## src/rtl/write_channels_slave.sv

```systemverilog
// Write-path responder: takes one AW request, gathers a 4 x 32-bit W burst,
// commits it as one 128-bit memory write and answers on B with the request ID.
module write_channels_slave #(
    parameter logic [31:0] BASE_ADDR = 32'h0000_0000,
    parameter logic [31:0] ADDR_SIZE = 32'h0001_0000
) (
    input  logic         clk,
    input  logic         rst,
    input  logic         awvalid,
    output logic         awready,
    input  logic [3:0]   awid,
    input  logic [31:0]  awaddr,
    input  logic [5:0]   awatop,
    input  logic         wvalid,
    output logic         wready,
    input  logic [31:0]  wdata,
    input  logic         wlast,
    output logic         bvalid,
    input  logic         bready,
    output logic [3:0]   bid,
    output logic         bcomp,
    output logic         mem_we,
    input  logic         mem_wack,
    output logic [31:0]  mem_addr,
    output logic [127:0] mem_wdata
);

    typedef enum logic [1:0] {
        IDLE = 2'd0,
        DATA = 2'd1,
        MEMW = 2'd2,
        RESP = 2'd3
    } state_t;

    state_t         state_q;
    logic [1:0]     cnt_q;
    logic           err_q;
    logic [3:0]     id_q;
    logic           awready_q;
    logic           wready_q;
    logic           bvalid_q;
    logic [3:0]     bid_q;
    logic           bcomp_q;
    logic           mem_we_q;
    logic [31:0]    mem_addr_q;
    logic [127:0]   mem_wdata_q;

    logic [31:0]    aw_off_d;
    logic           aw_err_d;
    logic           last_beat_d;
    logic           burst_err_d;

    // Unsigned offset compare: addresses below the base wrap to huge offsets.
    function automatic logic offset_in_window(input logic [31:0] off);
        return (off < ADDR_SIZE);
    endfunction

    // Request decode and burst-termination conditions for the current cycle.
    always_comb begin
        aw_off_d    = (awaddr & 32'hFFFF_FFF0) - BASE_ADDR;
        aw_err_d    = (!offset_in_window(aw_off_d)) || (awatop != 6'd0);
        last_beat_d = wlast || (cnt_q == 2'd3);
        burst_err_d = err_q || (wlast != (cnt_q == 2'd3));
    end

    // Transaction FSM with all bus and memory outputs registered.
    always_ff @(posedge clk) begin
        if (rst) begin
            state_q     <= IDLE;
            cnt_q       <= 2'd0;
            err_q       <= 1'b0;
            id_q        <= 4'd0;
            awready_q   <= 1'b0;
            wready_q    <= 1'b0;
            bvalid_q    <= 1'b0;
            bid_q       <= 4'd0;
            bcomp_q     <= 1'b0;
            mem_we_q    <= 1'b0;
            mem_addr_q  <= 32'd0;
            mem_wdata_q <= 128'd0;
        end else begin
            case (state_q)
                IDLE: begin
                    if (awvalid && awready_q) begin
                        id_q       <= awid;
                        mem_addr_q <= aw_off_d;
                        err_q      <= aw_err_d;
                        cnt_q      <= 2'd0;
                        awready_q  <= 1'b0;
                        wready_q   <= 1'b1;
                        state_q    <= DATA;
                    end else begin
                        awready_q  <= 1'b1;
                    end
                end
                DATA: begin
                    if (wvalid && wready_q) begin
                        // Lanes are filled even for errored requests; the data is just never committed.
                        mem_wdata_q[{cnt_q, 5'd0} +: 32] <= wdata;
                        if (last_beat_d) begin
                            wready_q <= 1'b0;
                            err_q    <= burst_err_d;
                            if (burst_err_d) begin
                                bvalid_q <= 1'b1;
                                bid_q    <= id_q;
                                bcomp_q  <= 1'b0;
                                state_q  <= RESP;
                            end else begin
                                mem_we_q <= 1'b1;
                                state_q  <= MEMW;
                            end
                        end else begin
                            cnt_q <= cnt_q + 2'd1;
                        end
                    end
                end
                MEMW: begin
                    if (mem_wack) begin
                        mem_we_q <= 1'b0;
                        bvalid_q <= 1'b1;
                        bid_q    <= id_q;
                        bcomp_q  <= ~err_q;
                        state_q  <= RESP;
                    end
                end
                RESP: begin
                    if (bready) begin
                        bvalid_q  <= 1'b0;
                        awready_q <= 1'b1;
                        state_q   <= IDLE;
                    end
                end
                default: begin
                    state_q <= IDLE;
                end
            endcase
        end
    end

    assign awready   = awready_q;
    assign wready    = wready_q;
    assign bvalid    = bvalid_q;
    assign bid       = bid_q;
    assign bcomp     = bcomp_q;
    assign mem_we    = mem_we_q;
    assign mem_addr  = mem_addr_q;
    assign mem_wdata = mem_wdata_q;

endmodule

```

## config.mk

```make
export PLATFORM = sky130hd
export DESIGN_NAME = write_channels_slave
export DESIGN_NICKNAME = d
export VERILOG_FILES = /design/src/rtl/write_channels_slave.sv
export SDC_FILE = /design/constraint.sdc
export NUM_CORES = 1
export LEC_CHECK = 0
export BUFFER_PORTS_ARGS = -buffer_cell sky130_fd_sc_hd__clkbuf_2
export CAP_MARGIN = 30
export CORE_UTILIZATION = 44
export CTS_CLUSTER_SIZE = 8
export DETAILED_ROUTE_END_ITERATION = 7
export GPL_TIMING_DRIVEN = 0
export PLACE_DENSITY = 0.85
export SLEW_MARGIN = 20
export SYNTH_ARGS = -nofsm -noshare
export SYNTH_HDL_FRONTEND = slang
export SYNTH_SLANG_ARGS = --single-unit
```

## constraint.sdc

```tcl
create_clock -name clk -period 1.8 [get_ports clk]
set_input_delay 0.18 -clock clk [delete_from_list [all_inputs] [get_ports clk]]
set_output_delay 0.18 -clock clk [all_outputs]
set_load 0.005 [all_outputs]
```

==> flow_metrics.py, run 1 <==
metrics = {
    "global_routing": {
        "track_usage_pct": 27.7,
        "antenna_found_initial": 0,
        "grt_pass1_wl_um": 34200,
        "grt_overflow": 0,
        "grt_max_degree": 17,
        "grt_pass1_vias": 6578,
    },
    "setup_path": {
        "path_class": "register to register",
        "endpoint_kind": "register",
        "critPathArrivalTime_ns": 2.19,
        "worstPathMaxFanout": 5,
        "required_ns": 2.17,
        "cp-start-kind": "register",
    },
    "synthesis": {
        "synth_area_leaders": "dfxtp_1 (51%), a21oi_1 (13%), nand2_1 (11%), nand3_1 (9.6%), clkbuf_1 (2.2%)",
        "yosysTopAreaCell": "dfxtp_1",
        "avgSynthCellArea_sq_um": 8.17,
        "synth_cells": 831,
        "syn_area_sq_um": 6790,
        "ys_types": 40,
        "yosysWarnings": 0,
        "synth_top_area_share_pct": 51.3,
        "synth_seq_cells": 174,
        "yosysSeqAreaShare_pct": 51.3,
    },
    "min_path": {
        "hold_path.class": "input pin to register",
    },
    "run_status": {
        "violations": "negative setup slack",
        "status": "finished with violations",
    },
    "timing": {
        "max_freq_mhz": 551,
        "whs_ns": 0.0132,
        "slew_headroom_pct": 50.9,
        "fin_crit_ns": 1.81,
        "clock_skew_ns": 0.00882,
        "period_share_pct": 101,
        "setup_viol": 1,
        "hold_violations": 0,
        "setup_ws_ns": -0.0142,
        "final.setup.tns_ns": -0.0142,
        "worst_pin_slew_ns": 0.736,
        "rsz0062_at_grt": "true",
        "slew_viol_final": 0,
    },
    "routing": {
        "met1Wirelength_um": 9260,
        "wl_per_cell_um": 17.1,
        "drtAntennaViolNets": 0,
        "top_layer": "met4",
        "dr_wl_met3_um": 2010,
        "met2WireLength_um": 10900,
        "finalWirelength_um": 22700,
        "drtIter0Drc": 493,
        "drt_pass1_iterations": 5,
        "drcViolationCount": 0,
        "viasPerCell": 5.45,
        "vias": 7249,
    },
    "floorplanning": {
        "die_area_sq_um": 15900,
        "coreArea_sq_um": 15100,
        "die_w_um": 126,
        "die_h_um": 126,
        "io_pins": 250,
        "initial_core_util_pct": 44.8,
        "rows": 45,
    },
    "cells_and_area": {
        "post-route-util_pct": 62.1,
        "antenna_cells": 0,
        "nets": 1222,
        "area_delta_synth_final_pct": 38.4,
        "drive_above_1_share_pct": 32.3,
        "final_common_cell": "clkbuf_2",
        "most-common-layout-cells": "clkbuf_2 (250), nand2_1 (195), dfxtp_1 (170)",
        "fillers": 1292,
        "finalInstanceArea_sq_um": 9400,
        "layoutNonFillerInstCount": 1330,
    },
    "power_and_ir_drop": {
        "p_per_area_nw_per_um2": 1030,
        "power.total_mw": 9.71,
        "ir_drop_v": 0.000618,
        "p_leak_nw": 3.89,
    },
    "flow_run": {
        "drv_cap": 0,
    },
    "clock_tree": {
        "cts_tree": "done",
        "root_buffer": "clkbuf_16",
        "cts.path.max_buffers": 2,
        "clk_pin_slew_ns": 0.07,
        "cts_made_buffers": 17,
        "h-tree-depth": 4,
        "clkLatencyLatePin_ns": 0.43,
        "cts_num_sinks": 174,
    },
    "placed_design": {
        "hpwlAfterDp_um": 15600,
        "placed_cells": 1263,
        "gp_routability_congestion": 0.867,
        "port-buffer-count": 241,
        "post-place-ws_ns": -0.382,
        "postPlaceCellArea_sq_um": 8250,
    },
}
[cells in the mapped netlist]
cell      number
a21o_1         1
nand3_1      130
dfxtp_1      174
mux2i_1        2
a41o_1         1
nand3b_4       1
a21oi_1      170
nor2_1        11
a31o_2         1
nand4_1        1
nor4_1         7
buf_6         13
conb_1         1
o21ai_0        6
a22oi_1        2
nand2_1      199
a22o_2         1
a211o_1        2
buf_2          9
nor3b_1        1
and3_1         3
nand3b_1       5
nand2b_1       1
and2_1         4
nor3_1         1
a21boi_0       1
a211oi_2       1
buf_4         10
clkbuf_1      40
inv_2          1
a31oi_1        1
o22ai_1        1
and2b_4        1
or3_1          1
o211ai_1       1
inv_1          8
ha_1          12
o41ai_1        1
nor3_2         1
nor3b_2        4
[critical path: stages (launching register included)]
cell and delay [ns]:
dfxtp_2 0.37, inv_1 0.11, ha_1 0.28, and2b_4 0.22, a211o_4 0.34, or3_4 0.34
a21oi_2 0.11
[path summary, 6_finish.rpt]
path / startpoint / to / slack (ns) / cells past startpoint
hold reg to reg: mem_wdata[74] / mem_wdata[74] / 0.45 / 2
setup / recovery: state_q[0] / bcomp / -0.01 / 6
setup reg to reg: state_q[0] / bcomp / -0.01 / 6
hold / removal: awaddr[22] / mem_addr[22] / 0.01 / 3
[kinds of logic (layout without fill, tap and decap cells)]
kind of cell,count (synthesis),count (layout),synth area share [%]
muxes,2,2,0.295
adders and majority gates,12,12,2.21
other,1,4,0.0552
DFF,174,174,51.3
and+or+nand+nor,371,371,24.8
AOI/OAI and AO/OA,190,190,14.7
buffers and inverters,81,389,6.63
[flip-flops by register name (all words and copies together) (netlist names), 2 cells and up]
signal and flops:
id_q 4, bid 4, cnt_q 2, mem_wdata 128, mem_addr 28, state_q 2
[routing by layer]
layer	track usage [%]	up-vias
li1	-	3420
met1	32.9	3425
met2	47.6	362
met3	7.94	42
met4	10.1	0
met5	0	-
[where the power goes]
group / total, mW / leakage, nW / switching [mW] / internal (mW)
clock: 3.88 / 0.292 / 1.60 / 2.28
combinational: 1.66 / 2.19 / 0.978 / 0.678
sequential: 4.18 / 1.41 / 0.146 / 4.04
[repair_timing]
action                                  CTS  global route
hold endpoints to repair                 25             0
buffers inserted                          6             5
resized for setup                        46            38
hold buffers                             25             0
pin swaps                                 2             5
endpoints found under the setup margin  138           132
[layout make-up]
class	instances	area, sq um	area share (%)
tap	188	235	2.50
timing repair buffer	277	1540	16.4
inverter	9	33.8	0.359
buffer	71	482	5.12
clock inverter	11	155	1.65
multi-input combinational	579	3000	31.9
clock buffer	21	460	4.90
sequential	174	3490	37.2
No activity file was read; power rests on OpenSTA's default activity.
==> inputs of run 2 (changes only) <==
CAP_MARGIN = default   (was 30)
CORE_UTILIZATION = 40   (was 44)
PLACE_DENSITY = 0.79   (was 0.85)
==> run 2 against run 1 <==
Net effect:
- critical path type unchanged
- wire length up 1.2%
- register-to-register slack gained 0.07 ns
- cell count grew 2.8%
- flip-flop and latch count is the same
- largest cell class unchanged
- highest routed layer unchanged
- the flow now finishes without violations
- worst hold slack better by 0.0088 ns
- sequential power barely moved
- worst setup slack improved by 0.073 ns
==> flow_metrics.py, run 2 (same netlist as run 1, synthesis figures left out) <==
metrics = {
    "run_status": {
        "status": "finished, final reports clean",
    },
    "global_routing": {
        "grt_max_degree": 17,
        "grt_pass1_vias": 6712,
        "grt_overflow": 0,
        "track_usage_pct": 25.9,
        "grt_pass1_wl_um": 35300,
        "antenna_found_initial": 0,
    },
    "timing": {
        "fin_crit_ns": 1.74,
        "worst_pin_slew_ns": 0.763,
        "hold_violations": 0,
        "final.setup.tns_ns": 0,
        "period_share_pct": 96.7,
        "setup_viol": 0,
        "slew_viol_final": 0,
        "rsz0062_at_grt": "true",
        "slew_headroom_pct": 49.1,
        "clock_skew_ns": 0.00946,
        "max_freq_mhz": 574,
        "setup_ws_ns": 0.0593,
    },
    "clock_tree": {
        "cts_num_sinks": 174,
        "clkLatencyLatePin_ns": 0.44,
        "cts.path.max_buffers": 2,
        "clk_pin_slew_ns": 0.07,
        "root_buffer": "clkbuf_16",
        "cts_made_buffers": 17,
        "h-tree-depth": 4,
        "cts_tree": "done",
    },
    "routing": {
        "drtAntennaViolNets": 0,
        "drcViolationCount": 0,
        "vias": 7110,
        "wl_per_cell_um": 16.8,
        "viasPerCell": 5.20,
        "drt_pass1_iterations": 5,
        "drtIter0Drc": 379,
        "finalWirelength_um": 23000,
    },
    "setup_path": {
        "cp-start-kind": "register",
        "crit_path_top_delay_cell": "dfxtp_4",
        "endpoint_kind": "register",
        "crit_chain": "ha_1 > inv_2 > ha_4 > nor3b_4 > a211o_1 > buf_4 > o21ai_0 > a21oi_1",
        "cp_num_buf_inv": 2,
        "cpPeakStageDelay_ns": 0.37,
        "crit_family": "compound AO/OA/AOI/OAI gates",
        "worstPathMaxFanout": 5,
        "required_ns": 2.10,
        "critPathArrivalTime_ns": 2.05,
        "reg2reg_slack_ns": 0.06,
        "path_class": "register to register",
    },
    "cells_and_area": {
        "layoutNonFillerInstCount": 1367,
        "drive_above_1_share_pct": 32.4,
        "final_common_cell": "clkbuf_2",
        "antenna_cells": 0,
        "most-common-layout-cells": "clkbuf_2 (249), nand2_1 (196), dfxtp_1 (170)",
        "largest_reg_flops": 128,
        "area_delta_synth_final_pct": 40.5,
        "nets": 1227,
        "post-route-util_pct": 57.6,
    },
    "power_and_ir_drop": {
        "ir_drop_v": 0.000688,
        "intPower_mw": 6.87,
        "seqPwrFrac_pct": 43.8,
        "p_leak_nw": 3.93,
        "combPwrFrac_pct": 16.8,
        "swShare_pct": 28.1,
        "switching_power_mw": 2.69,
        "clkPwrFrac_pct": 39.4,
        "p_per_area_nw_per_um2": 1000,
    },
    "flow_run": {
        "drv_cap": 0,
    },
    "floorplanning": {
        "die_area_sq_um": 17500,
        "die_h_um": 132,
        "die_w_um": 132,
        "initial_core_util_pct": 41.0,
        "io_pins": 250,
        "rows": 47,
        "coreArea_sq_um": 16600,
    },
    "min_path": {
        "hold_path.class": "input pin to register",
    },
    "placed_design": {
        "hpwlAfterDp_um": 16000,
        "post-place-ws_ns": -0.412,
        "port-buffer-count": 241,
        "gp_routability_congestion": 0.836,
        "placed_cells": 1295,
    },
}
[run 2: cell count changes in the layout (fill, tap and decap cells not counted), moves of 4 or more]
cell           change
buf_8              +4
dlygate4sd3_1      +6
a21oi_1            -5
a21oi_2            +5
buf_4              -5
[run 2: power by group through the flow]
stage,Clock [mW],Sequential [mW],Combinational (mW)
after detailed placement,0,4.25,1.38
after floorplan,0,4.24,0.824
after CTS,3.79,4.17,1.51
after global placement,0,4.23,1.35
after global routing,3.94,4.21,1.75
final,3.77,4.19,1.61
[run 2: final cells by class]
class / count / area, sq um
clock inverter: 12 / 134
inverter: 9 / 38.8
fill: 1478 / 7040
timing repair buffer: 282 / 1600
multi-input combinational: 579 / 3010
clock buffer: 20 / 467
tap: 220 / 275
buffer: 71 / 520
sequential: 174 / 3500
[run 2: tightest hold or removal path, delay by kind of cell]
kind | cells | cell delay [ns]
AOI/OAI and AO/OA | 1 | 0.05
and+or+nand+nor | 1 | 0.06
buffers and inverters | 1 | 0.12
[run 2: repair_timing]
action / in CTS / in global routing
endpoints found under the hold margin: 31 / 0
hold buffers: 31 / 0
buffers inserted: 10 / 0
pin swaps: 2 / 6
resized for setup: 53 / 44
endpoints found under the setup margin: 139 / 158
[run 2: path summary, 6_finish.rpt]
path                                      end     startpoint  cells past startpoint
worst max register to register         bid[1]       cnt_q[0]                      8
worst max-delay path                   bid[1]       cnt_q[0]                      8
worst min-delay path             mem_addr[20]     awaddr[20]                      3
worst min register to register  mem_wdata[28]  mem_wdata[28]                      2
[run 2: metal layers]
layer / wire length (um) / global-route usage (%) / vias up
li1: - / - / 3434
met1: 9550 / 30.4 / 3319
met2: 11100 / 44.9 / 311
met3: 1700 / 7.15 / 46
met4: 620 / 10.1 / 0
met5: 0 / 0 / -
[run 2: metrics by stage]
step | total power [mW] | area (sq um) | hold WS (ns)
floorplan | 5.06 | 6800 | 0.282
global placement | 5.58 | 8290 | 0.405
detailed placement | 5.62 | 8290 | 0.410
CTS | 9.46 | 9430 | 0.00315
global route | 9.90 | 9550 | 0.0170
finish | 9.56 | 9550 | 0.0219
